### src/rtl/inst_fetch_queue_if.sv
// Fetch-unit bundle: instruction-memory request/response plus the decode handshake.
interface inst_fetch_queue_if;
  logic        imem_req_valid;
  logic        imem_req_ready;
  logic [31:0] imem_addr;
  logic        imem_rsp_valid;
  logic [31:0] imem_rsp_data;
  logic        redirect_valid;
  logic [31:0] redirect_pc;
  logic        id_valid;
  logic        id_ready;
  logic [31:0] id_inst;
  logic [31:0] id_pc;

  modport master (
    output imem_req_valid, imem_addr, id_valid, id_inst, id_pc,
    input  imem_req_ready, imem_rsp_valid, imem_rsp_data,
           redirect_valid, redirect_pc, id_ready
  );

  modport slave (
    input  imem_req_valid, imem_addr, id_valid, id_inst, id_pc,
    output imem_req_ready, imem_rsp_valid, imem_rsp_data,
           redirect_valid, redirect_pc, id_ready
  );
endinterface

### src/rtl/inst_fetch_queue.sv
// Instruction fetch front end: credit-limited sequential fetch, in-order response
// FIFO toward decode, and redirect flush that drops stale in-flight responses.
module inst_fetch_queue #(
  parameter logic [31:0] RESET_PC = 32'h1c00_0000,
  parameter int unsigned DEPTH    = 4
) (
  input  logic                  clk,
  input  logic                  rstn,
  inst_fetch_queue_if.master    bus
);
  localparam int unsigned AW = $clog2(DEPTH);
  localparam int unsigned CW = AW + 1;
  localparam int unsigned SW = AW + 2;

  logic [31:0]   pc;
  logic [31:0]   head_pc;
  logic [CW-1:0] count;
  logic [CW-1:0] outstanding;
  logic [CW-1:0] drop_cnt;
  logic [AW-1:0] wr_ptr;
  logic [AW-1:0] rd_ptr;
  logic [31:0]   mem [DEPTH];

  logic req_ok;
  logic head_ok;
  logic req_fire;
  logic rsp_take;
  logic push;
  logic pop;
  logic unused_ok;

  // Credit rule: buffered plus in-flight words never exceed the FIFO depth.
  always_comb begin
    req_ok   = rstn & ~bus.redirect_valid &
               ((SW'(count) + SW'(outstanding)) < SW'(DEPTH));
    head_ok  = rstn & (count != '0) & ~bus.redirect_valid;
    req_fire = req_ok & bus.imem_req_ready;
    rsp_take = bus.imem_rsp_valid & (outstanding != '0);
    push     = rstn & rsp_take & (drop_cnt == '0) & ~bus.redirect_valid;
    pop      = head_ok & bus.id_ready;
  end

  assign bus.imem_req_valid = req_ok;
  assign bus.imem_addr      = pc;
  assign bus.id_valid       = head_ok;
  assign bus.id_inst        = mem[rd_ptr];
  assign bus.id_pc          = head_pc;
  assign unused_ok          = ^bus.redirect_pc[1:0];

  always_ff @(posedge clk) begin
    if (!rstn) begin
      pc          <= RESET_PC;
      head_pc     <= RESET_PC;
      count       <= '0;
      outstanding <= '0;
      drop_cnt    <= '0;
      wr_ptr      <= '0;
      rd_ptr      <= '0;
    end else if (bus.redirect_valid) begin
      // Everything still in flight, minus a response landing now, becomes stale.
      pc          <= {bus.redirect_pc[31:2], 2'b00};
      head_pc     <= {bus.redirect_pc[31:2], 2'b00};
      count       <= '0;
      outstanding <= outstanding - CW'(rsp_take);
      drop_cnt    <= outstanding - CW'(rsp_take);
      wr_ptr      <= '0;
      rd_ptr      <= '0;
    end else begin
      if (req_fire) pc <= pc + 32'd4;
      outstanding <= outstanding + CW'(req_fire) - CW'(rsp_take);
      if (rsp_take && drop_cnt != '0) drop_cnt <= drop_cnt - CW'(1);
      if (push) wr_ptr <= wr_ptr + AW'(1);
      if (pop) begin
        rd_ptr  <= rd_ptr + AW'(1);
        head_pc <= head_pc + 32'd4;
      end
      count <= count + CW'(push) - CW'(pop);
    end
  end

  // Storage has no reset; validity is tracked by count.
  always_ff @(posedge clk) begin
    if (push) mem[wr_ptr] <= bus.imem_rsp_data;
  end
endmodule

### src/flat_wrapper.sv
// flat-port wrapper written by rule: the top's interface ports become plain ports
module inst_fetch_queue_flat 
#(
  parameter logic [31:0] RESET_PC = 32'h1c00_0000,
  parameter int unsigned DEPTH    = 4
)
  (clk, rstn, bus_imem_req_valid, bus_imem_addr, bus_id_valid, bus_id_inst, bus_id_pc, bus_imem_req_ready, bus_imem_rsp_valid, bus_imem_rsp_data, bus_redirect_valid, bus_redirect_pc, bus_id_ready);
  inst_fetch_queue_if bus_i ();
  input  logic clk;
  input  logic rstn;
  output wire logic [$bits(bus_i.imem_req_valid)-1:0] bus_imem_req_valid;
  output wire logic [$bits(bus_i.imem_addr)-1:0] bus_imem_addr;
  output wire logic [$bits(bus_i.id_valid)-1:0] bus_id_valid;
  output wire logic [$bits(bus_i.id_inst)-1:0] bus_id_inst;
  output wire logic [$bits(bus_i.id_pc)-1:0] bus_id_pc;
  input wire logic [$bits(bus_i.imem_req_ready)-1:0] bus_imem_req_ready;
  input wire logic [$bits(bus_i.imem_rsp_valid)-1:0] bus_imem_rsp_valid;
  input wire logic [$bits(bus_i.imem_rsp_data)-1:0] bus_imem_rsp_data;
  input wire logic [$bits(bus_i.redirect_valid)-1:0] bus_redirect_valid;
  input wire logic [$bits(bus_i.redirect_pc)-1:0] bus_redirect_pc;
  input wire logic [$bits(bus_i.id_ready)-1:0] bus_id_ready;
  assign bus_imem_req_valid = bus_i.imem_req_valid;
  assign bus_imem_addr = bus_i.imem_addr;
  assign bus_id_valid = bus_i.id_valid;
  assign bus_id_inst = bus_i.id_inst;
  assign bus_id_pc = bus_i.id_pc;
  assign bus_i.imem_req_ready = bus_imem_req_ready;
  assign bus_i.imem_rsp_valid = bus_imem_rsp_valid;
  assign bus_i.imem_rsp_data = bus_imem_rsp_data;
  assign bus_i.redirect_valid = bus_redirect_valid;
  assign bus_i.redirect_pc = bus_redirect_pc;
  assign bus_i.id_ready = bus_id_ready;
  inst_fetch_queue #(.RESET_PC(RESET_PC), .DEPTH(DEPTH)) u_core (.clk(clk), .rstn(rstn), .bus(bus_i));
endmodule
### config.mk
export PLATFORM = sky130hd
export DESIGN_NAME = inst_fetch_queue_flat
export DESIGN_NICKNAME = d
export VERILOG_FILES = /design/src/rtl/inst_fetch_queue_if.sv /design/src/rtl/inst_fetch_queue.sv /design/src/flat_wrapper.sv
export SDC_FILE = /design/constraint.sdc
export NUM_CORES = 1
export LEC_CHECK = 0
export CORE_ASPECT_RATIO = 0.5
export CORE_MARGIN = 2
export CORE_UTILIZATION = 40
export DETAILED_ROUTE_END_ITERATION = 8
export GPL_ROUTABILITY_DRIVEN = 0
export PLACE_DENSITY = 0.71
export SYNTH_ARGS = -nofsm -noshare
export SYNTH_HDL_FRONTEND = slang
export SYNTH_SLANG_ARGS = --single-unit
### constraint.sdc
create_clock -name clk -period 3.35 [get_ports clk]
set_input_delay 0.335 -clock clk [delete_from_list [all_inputs] [get_ports clk]]
set_output_delay 0.335 -clock clk [all_outputs]
set_load 0.02 [all_outputs]
======== Word-level counts from Yosys, hierarchy flattened ========
Memory sizes are Yosys's and may differ from the RTL's. A register that Yosys moved wholly into a read port is not among the register bits.
Cells that the tools add are included.
cells by class
  multiplexer cells ....................... 11
  reduce and logical (&&, ||, !) cells .... 9
  magnitude comparators ................... 1
  bitwise gates (word level) .............. 12
  add/sub/neg operators ................... 11
operator list
  operator                 number
  $mux W32                 4
  $add A32 B3 Y32 const B  2
  $and A1 B1 Y1            10
  $mux W3                  3
  $reduce_bool A3 Y1       3
  $sub A3 B1 Y3            3
  $add A3 B1 Y3            2
  $reduce_bool A2 Y1       3
  $add A2 B1 Y2 const B    2
  $add A3 B3 Y4            1
  $lt A4 B3 Y1 const B     1
  $mux W2                  2
  $logic_not A3 Y1         1
  $sub A3 B1 Y3 const B    1
  $mux W1                  2
  $not A1 Y1               2
  $reduce_or A2 Y1         1
  $logic_and A1 B1 Y1      1
word-level totals
  logic and storage cells ................. 54
  register bits ........................... 77
  input bits .............................. 70
  memory bits (writable) .................. 128
  output and inout port bits .............. 98
  memories ................................ 1
memory list
  name        words  bits a word  read ports  clocked after memory_dff  write ports  RTL line                text
  u_core.mem  4      32           1           1                         1            inst_fetch_queue.sv:22  logic [31:0] mem [DEPTH];

======== Longest topological paths before layout ========
Gate-level depths: netlist (run 1).
  word-level depth ........................ 7
  gate-level depth with buffers ........... 11
  gate-level depth less buffers ........... 10

======== Worst setup path before layout (run 1) ========
OpenSTA, ideal clock, no wires.
  kind .................................... input -> register
  from .................................... in rstn
  to ...................................... mem u_core.mem[0][0], enable pin
  path buffers ............................ 2
  stages .................................. 6
  library setup time ...................... 0.392 ns
  slack ................................... 0.743 ns
  data required time ...................... 2.958 ns
  data arrival time ....................... 2.215 ns
  cell sequence ........................... buf_2 clkinv_1 nor2_1 and4_1 clkbuf_1 and2_1
on the way
  cells in the longest elaborated chain, start to end .. 5
ends and longest elaborated chain
  what                           RTL line                text
  start: declaration             flat_wrapper.sv:10      input logic rstn;
  $and A1 B1 Y1 (3 in series)    inst_fetch_queue.sv:39  push = rstn & rsp_take & (drop_cnt == '0) & ~bus.redirect_valid;
  net u_core.push                inst_fetch_queue.sv:28  logic push;
  $mux W1                        inst_fetch_queue.sv:83  if (push) mem[wr_ptr] <= bus.imem_rsp_data;
  $mux W1 (implied by the code)  inst_fetch_queue.sv:83
  end: declaration               inst_fetch_queue.sv:22
The timed path passes the listed nets, and every way through them passes these cells.

==> flow_metrics.env, run 1 <==
export IMPL_drtAntennaViolNets=0
export IMPL_p_per_area_nw_per_um2=528
export IMPL_postCtsSetupRepairBufs=0
export IMPL_hpwl_mm=15.0
export IMPL_timing_rr_start="u_core.outstanding[2]$_SDFF_PN0_"
export IMPL_drive_above_1_share_pct=11.6
export IMPL_peakVddDrop_mv=0.246
export IMPL_drcViolationCount=0
export IMPL_cp_slowest_cell="dfxtp_2"
export IMPL_clock_fmax_mhz=349
export IMPL_start_util_pct=40.6
export IMPL_setup_viol=0
export IMPL_synth_cell_types=51
export IMPL_status="finished clean"
export IMPL_cts_sinks=203
export IMPL_finalCriticalPeriod_ns=2.87
export IMPL_grt_pass1_wl_mm=34.2
export IMPL_fp_dieW_um=213
export IMPL_portBuffers=161
export IMPL_fin_crit_sh_pct=85.6
export IMPL_ctsHoldBuffers=0
export IMPL_die_y_um=108
export IMPL_syn_avg_cell_area_um2=12.9
export IMPL_nFillCells=1825
export IMPL_syn2layout_area_growth_pct=32.1
export IMPL_globalRouteTotalUtil_pct=19.1
export IMPL_die_area_um2=23100
export IMPL_reg2regPathDepth=10
export IMPL_slowest_delay_ns=0.66
export IMPL_yosys_warnings=0
export IMPL_r2r_setup_slack_ns=0.55
export IMPL_viasPerCell=5.43
export IMPL_num_vias=6307
export IMPL_clk_pin_slew_ns=0.07
export IMPL_synthFlopType="edfxtp_1"
export IMPL_power_leakage_nw=3.89
export IMPL_slew_headroom_pct=37.6
export IMPL_crit_chain="buf_12 > mux4_2 > clkdlybuf4s50_1"
export IMPL_async_flop_share_pct=0
export IMPL_yosys_register_bits=203
export IMPL_grt_max_degree=40
export IMPL_drt_pass1_iter_count=5
export IMPL_min_delay_path_depth=1
export IMPL_hp_start="bus_imem_rsp_data[16]"
export IMPL_wl_per_cell_um=18.9
export IMPL_p_total_mw=6.09
export IMPL_final_max_slew_viol_count=0
export IMPL_grt_ovfl_total=0
export IMPL_fin_skew_ns=0.00981
export IMPL_hold_class="input pin to register"
export IMPL_setup_tns_ns=0
export IMPL_clk_latency_ns=0.49
export IMPL_cts_tree="built"
export IMPL_numCtsBuffers=20
export IMPL_grt_pass1_vias=6181
export IMPL_path_delay_family="buffers and inverters"
export IMPL_synthCells=676
export IMPL_holdPathEnd="u_core.mem[2][16]$_DFFE_PP_"
export IMPL_max_slew_worst_pin_slew_ns=0.928
export IMPL_num_io_pins=168
export IMPL_synth_edff_count=128
export IMPL_clockBufferDepth=3
export IMPL_critical_path_required_ns=3.01
export IMPL_core_area_um2=21500
export IMPL_worstSetupPathType="register to output pin"
export IMPL_ctsResizeCount=0
export IMPL_hold_viol_final=0
export IMPL_wl_mm=22.0
export IMPL_end_kind="output pin"
export IMPL_max_cap_viol_count=0
export IMPL_cp_max_fo=20
export IMPL_cts_htree_levels=1
export IMPL_yosysSeqAreaShare_pct=61.2
export IMPL_rsz0062_at_grt="no"
export IMPL_grt_antenna_before_repair=0
export IMPL_cts_root_buf="clkbuf_16"
export IMPL_rows=38
export IMPL_diodes=0
export IMPL_cp_num_buf_inv=2
export IMPL_drtIter0Drc=388
export IMPL_reg2reg_to="u_core.outstanding[2]$_SDFF_PN0_"
export IMPL_fin_nets=936
export IMPL_synthesis_area_um2=8730
export IMPL_startpoint_type="register"
export IMPL_crit_arrival_ns=2.53
-- sequential cells by signal, indices dropped and copies added (netlist names), named ones only --
| name | cells |
|---|---|
| u_core.outstanding | 3 |
| u_core.bus.id_pc | 30 |
| u_core.rd_ptr | 2 |
| u_core.mem | 128 |
| u_core.drop_cnt | 3 |
| u_core.bus.imem_addr | 30 |
| u_core.count | 3 |
| u_core.wr_ptr | 2 |
-- final cells by class --
cell class	count	area [um^2]	area share, %
timing repair buffer	181	1820	15.8
clock inverter	11	164	1.42
clock buffer	25	572	4.95
inverter	22	82.6	0.716
sequential	203	5350	46.3
tap	300	375	3.25
multi-input combinational	420	3180	27.5
-- metal layers --
layer	wire [um]	GRT usage, %	vias up
met4	484	5.39	0
met3	1320	3.57	39
li1	-	-	2907
met5	0	0	-
met2	10700	31.9	218
met1	9490	25.5	3143
-- layout by cell type, fill, tap and decap left out, types with 9 or more instances in the layout --
cell	count
mux4_2	32
and3_1	11
clkbuf_16	22
nor3_1	9
nor2_1	33
o21ai_0	38
clkdlybuf4s50_1	161
a21oi_1	38
buf_4	15
ha_1	16
xnor2_1	10
dfxtp_1	73
xor2_1	30
a31oi_1	9
edfxtp_1	128
or3_1	9
nand3_1	27
inv_1	20
nand2_1	53
nand4_1	23
-- per-stage QoR --
stage | utilization [%] | setup WS [ns] | hold slack (ns) | instance area, um^2 | cells
floorplan | - | 0.743 | 0.434 | 8750 | 679
global placement | 50.2 | 0.437 | 0.510 | 10800 | 1126
detailed placement | 50.2 | 0.431 | 0.520 | 10800 | 1126
CTS | 53.6 | 0.378 | 0.456 | 11500 | 1162
global route | 53.6 | 0.312 | 0.474 | 11500 | 1162
finish | 53.6 | 0.484 | 0.483 | 11500 | 1162
-- cell families (layout without fill, tap and decap cells) --
group	Yosys count	after routing	synth area share, %
muxes	41	41	9.33
AOI/OAI and AO/OA	120	120	8.28
xor gates and xnor gates	40	40	4.01
buffers and inverters	56	239	2.64
other	1	4	0.0429
and+or+nand+nor	197	197	11.8
DFF	203	203	61.2
adders and majority gates	18	18	2.75
-- worst max-delay path by stage --
stage,end,depth (start not counted),slack [ns]
global route,bus_id_inst[24],3,0.31
global placement,u_core.outstanding[2]$_SDFF_PN0_,10,0.44
CTS,bus_id_inst[31],3,0.38
detailed placement,u_core.outstanding[2]$_SDFF_PN0_,10,0.43
finish,bus_id_inst[24],3,0.48
floorplan,u_core.mem[0][0]$_DFFE_PP_,6,0.74
-- where the power goes --
| part | switching [mW] | total (mW) | internal, mW |
|---|---|---|---|
| Clock | 0.950 | 2.48 | 1.53 |
| Sequential | 0.0976 | 2.86 | 2.76 |
| Combinational | 0.394 | 0.760 | 0.366 |
| Total | 1.44 | 6.09 | 4.65 |
-- cell usage after synthesis, types with 6 or more instances --
library cell / instances / area [um^2]
ha_1: 16 / 200
mux4_2: 32 / 721
mux2i_1: 6 / 60.1
and3_1: 11 / 68.8
o211ai_1: 7 / 52.6
edfxtp_1: 128 / 3840
nand3_1: 27 / 135
nand4_1: 23 / 144
and2_1: 10 / 62.6
clkbuf_1: 23 / 86.3
xor2_1: 30 / 263
xnor2_1: 10 / 87.6
dfxtp_1: 75 / 1500
a31oi_1: 9 / 56.3
o21ai_0: 38 / 190
nor2_1: 33 / 124
nand2_1: 53 / 199
a21oi_1: 38 / 190
or3_1: 9 / 56.3
nor3_1: 9 / 45.0
inv_1: 20 / 75.1
Power figures use the tool's default switching activity.
==> inputs of run 2 (changes only) <==
- CAP_MARGIN: unset -> 20
==> results of run 2 <==
The final DEF is identical to that of run 1; final timing and power are the same.
==> inputs of run 3 (changes only) <==
- SLEW_MARGIN: unset -> 15
==> results of run 3 <==
The final DEF is identical to that of run 1; final timing and power are the same.
